`src/rtl/writeback_cycle_pkg.sv`:
```
// Shared pipeline constants for the writeback stage: result-select
// encodings, load size/sign codes and error causes.
package writeback_cycle_pkg;

    localparam logic [1:0] RES_ALU  = 2'b00;
    localparam logic [1:0] RES_LOAD = 2'b01;
    localparam logic [1:0] RES_PC4  = 2'b10;

    localparam logic [2:0] FUNCT_LB  = 3'b000;
    localparam logic [2:0] FUNCT_LH  = 3'b001;
    localparam logic [2:0] FUNCT_LW  = 3'b010;
    localparam logic [2:0] FUNCT_LBU = 3'b100;
    localparam logic [2:0] FUNCT_LHU = 3'b101;

    typedef enum logic [1:0] {
        ERR_NONE      = 2'b00,
        ERR_MISALIGN  = 2'b01,
        ERR_RES_SRC   = 2'b10,
        ERR_FUNCT     = 2'b11
    } err_code_e;

endpackage

```
`src/rtl/writeback_cycle_load_align.sv`:
```
// Combinational load extraction and sign/zero extension, with
// misalignment and reserved-size detection.
module load_align
    import writeback_cycle_pkg::*;
(
    input  logic [31:0] i_data,
    input  logic [1:0]  i_off,
    input  logic [2:0]  i_funct,
    output logic [31:0] o_data,
    output logic        o_misaligned,
    output logic        o_reserved
);

    logic [7:0]  w_byte;
    logic [15:0] w_half;

    always_comb begin
        case (i_off)
            2'd0:    w_byte = i_data[7:0];
            2'd1:    w_byte = i_data[15:8];
            2'd2:    w_byte = i_data[23:16];
            default: w_byte = i_data[31:24];
        endcase
        w_half = i_off[1] ? i_data[31:16] : i_data[15:0];
    end

    always_comb begin
        // NOTE: every output gets a default first so no path leaves it unassigned (no latch).
        o_data       = '0;
        o_misaligned = 1'b0;
        o_reserved   = 1'b0;
        case (i_funct)
            FUNCT_LB:  o_data = {{24{w_byte[7]}}, w_byte};
            FUNCT_LBU: o_data = {24'h0, w_byte};
            FUNCT_LH: begin
                o_data       = {{16{w_half[15]}}, w_half};
                o_misaligned = i_off[0];
            end
            FUNCT_LHU: begin
                o_data       = {16'h0, w_half};
                o_misaligned = i_off[0];
            end
            FUNCT_LW: begin
                o_data       = i_data;
                o_misaligned = (i_off != 2'b00);
            end
            default:   o_reserved = 1'b1;
        endcase
    end

endmodule

```
`src/rtl/writeback_cycle.sv`:
```
// Writeback stage: selects the instruction result, registers the
// register-file write, counts retired instructions and tracks errors.
module writeback_cycle
    import writeback_cycle_pkg::*;
#(
    parameter int CNT_W = 64
) (
    input  logic             clk,
    input  logic             rst,
    input  logic             ValidW,
    input  logic             RegWriteW,
    input  logic [1:0]       ResultSrcW,
    input  logic [2:0]       FunctW,
    input  logic [4:0]       RD_W,
    input  logic [31:0]      ALU_ResultW,
    input  logic [31:0]      ReadDataW,
    input  logic [31:0]      PCPlus4W,
    input  logic             instret_clr,
    input  logic             err_clr,
    output logic             RegWriteEnW,
    output logic [4:0]       RD_out,
    output logic [31:0]      ResultW,
    output logic [CNT_W-1:0] instret,
    output logic             wb_error,
    output logic [1:0]       err_code
);

    logic [31:0]      w_load_data;
    logic             w_misaligned;
    logic             w_bad_funct;
    logic [31:0]      w_result;
    logic             w_err;
    err_code_e        w_err_code;

    logic             r_we;
    logic [4:0]       r_rd;
    logic [31:0]      r_result;
    logic [CNT_W-1:0] r_instret;
    logic             r_wb_error;
    err_code_e        r_err_code;

    load_align u_load_align (
        .i_data       (ReadDataW),
        .i_off        (ALU_ResultW[1:0]),
        .i_funct      (FunctW),
        .o_data       (w_load_data),
        .o_misaligned (w_misaligned),
        .o_reserved   (w_bad_funct)
    );

    // Load-size checks only matter when the load path is actually selected.
    always_comb begin
        w_result   = '0;
        w_err      = 1'b0;
        w_err_code = ERR_NONE;
        case (ResultSrcW)
            RES_ALU: w_result = ALU_ResultW;
            RES_PC4: w_result = PCPlus4W;
            RES_LOAD: begin
                if (w_bad_funct) begin
                    w_err      = 1'b1;
                    w_err_code = ERR_FUNCT;
                end else if (w_misaligned) begin
                    w_err      = 1'b1;
                    w_err_code = ERR_MISALIGN;
                end else begin
                    w_result = w_load_data;
                end
            end
            default: begin
                w_err      = 1'b1;
                w_err_code = ERR_RES_SRC;
            end
        endcase
    end

    always_ff @(posedge clk) begin
        // NOTE: registered state uses non-blocking assignments so every flop samples pre-edge values.
        if (rst) begin
            r_we       <= 1'b0;
            r_rd       <= '0;
            r_result   <= '0;
            r_instret  <= '0;
            r_wb_error <= 1'b0;
            r_err_code <= ERR_NONE;
        end else begin
            r_we <= 1'b0;
            if (ValidW) begin
                r_rd     <= RD_W;
                r_result <= w_err ? 32'h0 : w_result;
                r_we     <= RegWriteW && (RD_W != 5'd0) && !w_err;
            end

            if (instret_clr)
                r_instret <= '0;
            else if (ValidW)
                r_instret <= r_instret + CNT_W'(1);

            // A new error outranks a clear arriving in the same cycle.
            if (ValidW && w_err) begin
                r_wb_error <= 1'b1;
                r_err_code <= w_err_code;
            end else if (err_clr) begin
                r_wb_error <= 1'b0;
            end
        end
    end

    assign RegWriteEnW = r_we;
    assign RD_out      = r_rd;
    assign ResultW     = r_result;
    assign instret     = r_instret;
    assign wb_error    = r_wb_error;
    assign err_code    = r_err_code;

endmodule

```
`config.mk`:
```
export PLATFORM = sky130hd
export DESIGN_NAME = writeback_cycle
export DESIGN_NICKNAME = d
export VERILOG_FILES = /design/src/rtl/writeback_cycle_pkg.sv /design/src/rtl/writeback_cycle_load_align.sv /design/src/rtl/writeback_cycle.sv
export SDC_FILE = /design/constraint.sdc
export NUM_CORES = 1
export LEC_CHECK = 0
export ABC_AREA = 0
export CORE_ASPECT_RATIO = 0.75
export CORE_MARGIN = 1
export CORE_UTILIZATION = 41
export DETAILED_ROUTE_END_ITERATION = 8
export PLACE_DENSITY = 0.85
export REMOVE_ABC_BUFFERS = 1
export SYNTH_ARGS = -nofsm -noshare
export SYNTH_HDL_FRONTEND = slang
export SYNTH_HIERARCHICAL = 1
export SYNTH_SLANG_ARGS = --single-unit
```
`constraint.sdc`:
```
create_clock -name clk -period 2.8 [get_ports clk]
set_input_delay 0.56 -clock clk [delete_from_list [all_inputs] [get_ports clk]]
set_output_delay 0.56 -clock clk [all_outputs]
set_load 0.05 [all_outputs]
```
==> reports/qor.yml <==
path_buf_inv: 0
path_clk_slew_ns: 0.07
worst_path_max_delay_cell: "or4_1"
status: "complete, no violations"
grt_max_degree: 79
drt-initial-drc-count: 528
synth_compound_area_frac: 0.173
post_dp_cell_area_mm2: 0.00824
async_flop_share: 0
rows: 37
cts_hold_buffers: 0
synth_flop_cell: "dfxtp_1"
io_pins: 217
hpwlAfterDp_um: 15100
wl_met3_um: 1370
synth-adder-area-share: 0.00213
insertion_delay_ns: 0.35
max_freq_mhz: 388
ys_seq_area_frac: 0.358
total_power_mw: 3.47
place_ws_ns: 0.0807
final.min_clock_period_ns: 2.58
maxCapViolCount: 0
rsz0062_at_grt: "false"
cp.required_ns: 3.07
vias: 6393
firstDrtPassIters: 5
synth.distinct_cells: 51
drcViolationCount: 0
tns_ns: 0
port_buffers: 216
fin_util: 0.616
crit_type: "flip-flop to flip-flop"
placed_cells: 1106
relSlewSlack: 0.479
slowest_delay_ns: 0.55
synth_area_mm2: 0.00587
final_cell_mix: "clkdlybuf4s50_1, nor2_1, dfxtp_1"
peakVddDrop_v: 0.000286
ys.warnings.count: 6
muxShareOfSynthArea: 0.0905
hold_viol_final: 0
synth-edff-count: 0
cts_buffers: 9
crit_top_cell: "or4_1"
cp_top_family: "simple AND/OR/NAND/NOR gates"
cts.path.max_buffers: 2
final_common_cell: "clkdlybuf4s50_1"
wl_per_cell_um: 17.7
tightest_slew_ns: 0.782
postLayoutCellArea_mm2: 0.00852
dieArea_mm2: 0.0148
final_layout_size_suffix_gt1_frac: 0.0686
cts_tree: "done"
crit_chain: "ha_1 > nand3_1 > or4_1 > or4_4 > or4_1 > a21oi_1"
place_congestion: 0.962
via_per_inst: 5.69
dieWidth_um: 140
cts_resized: 0
grt-ovfl-total: 0
antenna_found_initial: 1
critPathLaunchType: "flip-flop"
fin_skew_ns: 0.00815
synth_top_family_by_area: "simple AND/OR/NAND/NOR gates"
wl_met1_um: 9530
synthSimpleGateAreaFrac: 0.287
netlist_instances: 737
post-cts-setup-buffers: 0
cts-root-buf: "clkbuf_16"
power_density_mw_per_mm2: 407
ant_nets: 0
arrival_ns: 2.85
final_cells: 1123
yosys_register_bits: 105
whs_ns: 0.464
synth_xor_area_frac: 0.0522
worstHoldPathType: "flip-flop to flip-flop"
setup_viol: 0
h-tree-depth: 3
grt_pass1_vias: 5889
coreArea_mm2: 0.0138
p_leak_nw: 2.92
fp.dieH_um: 106
area_growth_pct: 45.1
finalCritPeriodShare: 0.920
top_layer: "met4"
crit_path_end_kind: "flip-flop"
layout.nets: 1055
cts.sinks: 105
syn_area_per_cell_um2: 7.97
layout_setup_ws_ns: 0.225
totalWireLength_um: 19800
crit_fanout: 6
track_usage: 0.270
start_util: 0.424
met2WireLength_um: 8560
grt_pass1_wl_um: 31400
slew_viol_final: 0
==> cell usage after synthesis, types with 5 or more instances <==
| master | n | area share |
|---|---|---|
| nor2_1 | 129 | 0.082 |
| nor3_1 | 6 | 0.0051 |
| o21ai_0 | 32 | 0.027 |
| or3_1 | 15 | 0.016 |
| a211oi_1 | 32 | 0.041 |
| nand3_1 | 33 | 0.028 |
| or4_1 | 19 | 0.024 |
| o31ai_1 | 15 | 0.019 |
| nand4_1 | 27 | 0.029 |
| xor2_1 | 23 | 0.034 |
| mux2_2 | 5 | 0.0096 |
| a221o_1 | 10 | 0.017 |
| nor2b_1 | 10 | 0.011 |
| mux2i_1 | 43 | 0.073 |
| or2_2 | 6 | 0.0064 |
| xnor2_1 | 12 | 0.018 |
| nand2_1 | 50 | 0.032 |
| clkbuf_1 | 36 | 0.023 |
| nor4_1 | 8 | 0.0085 |
| inv_1 | 9 | 0.0058 |
| and4_1 | 5 | 0.0075 |
| and3_1 | 7 | 0.0075 |
| a21oi_1 | 61 | 0.052 |
| dfxtp_1 | 105 | 0.36 |
==> worst register-to-register path: cells and delay by family (launching register included) <==
family                   cells  cell delay [ns]
flip-flops                   1             0.46
AO/OA/AOI/OAI                1             0.15
AND/OR/NAND/NOR              4             1.66
adder cells (fa/ha/maj)      1             0.24
==> worst paths after layout <==
path	startpoint	endpoint	slack, ns	depth (start not counted)
min reg2reg	err_code[1]$_SDFFE_PP0P_	err_code[1]$_SDFFE_PP0P_	0.46	2
max reg2reg	instret[0]$_SDFFE_PP0P_	instret[56]$_SDFFE_PP0P_	0.22	6
min	err_code[1]$_SDFFE_PP0P_	err_code[1]$_SDFFE_PP0P_	0.46	2
max	instret[0]$_SDFFE_PP0P_	instret[56]$_SDFFE_PP0P_	0.22	6
==> layout make-up <==
class,count,area [um^2]
inverters,9,33.8
well taps,175,219
clock inverters,5,38.8
diodes,1,2.50
multi-input cells,578,3560
clock buffers,11,243
flip-flops and latches,105,2100
repair buffers,239,2320
fillers,1230,5320
==> report_power, final <==
part | internal [mW] | switching [mW] | total (mW)
Clock | 0.633 | 0.575 | 1.21
Sequential | 1.53 | 0.0236 | 1.56
Combinational | 0.322 | 0.386 | 0.709
Total | 2.49 | 0.984 | 3.47
==> kinds of logic (layout without fill, tap and decap cells) <==
family          count (synthesis)  count (layout)
simple gates                  331             331
fa+ha+maj                       1               1
xor+xnor                       35              35
flops                         105             105
buf+inv                        54             264
other cells                     0               1
compound gates                161             161
mux                            50              50
==> sequential cells by signal, summed over array words and instances, names as in the netlist <==
| register | count |
|---|---|
| RD_out | 5 |
| wb_error | 1 |
| ResultW | 32 |
| err_code | 2 |
| instret | 64 |
| RegWriteEnW | 1 |
==> layer usage <==
| metal | vias up | track usage |
|---|---|---|
| met5 | - | 0 |
| met4 | 0 | 0.0879 |
| met3 | 27 | 0.0572 |
| met2 | 224 | 0.401 |
| met1 | 3025 | 0.384 |
| li1 | 3117 | - |
No activity file was read; power rests on OpenSTA's default activity.
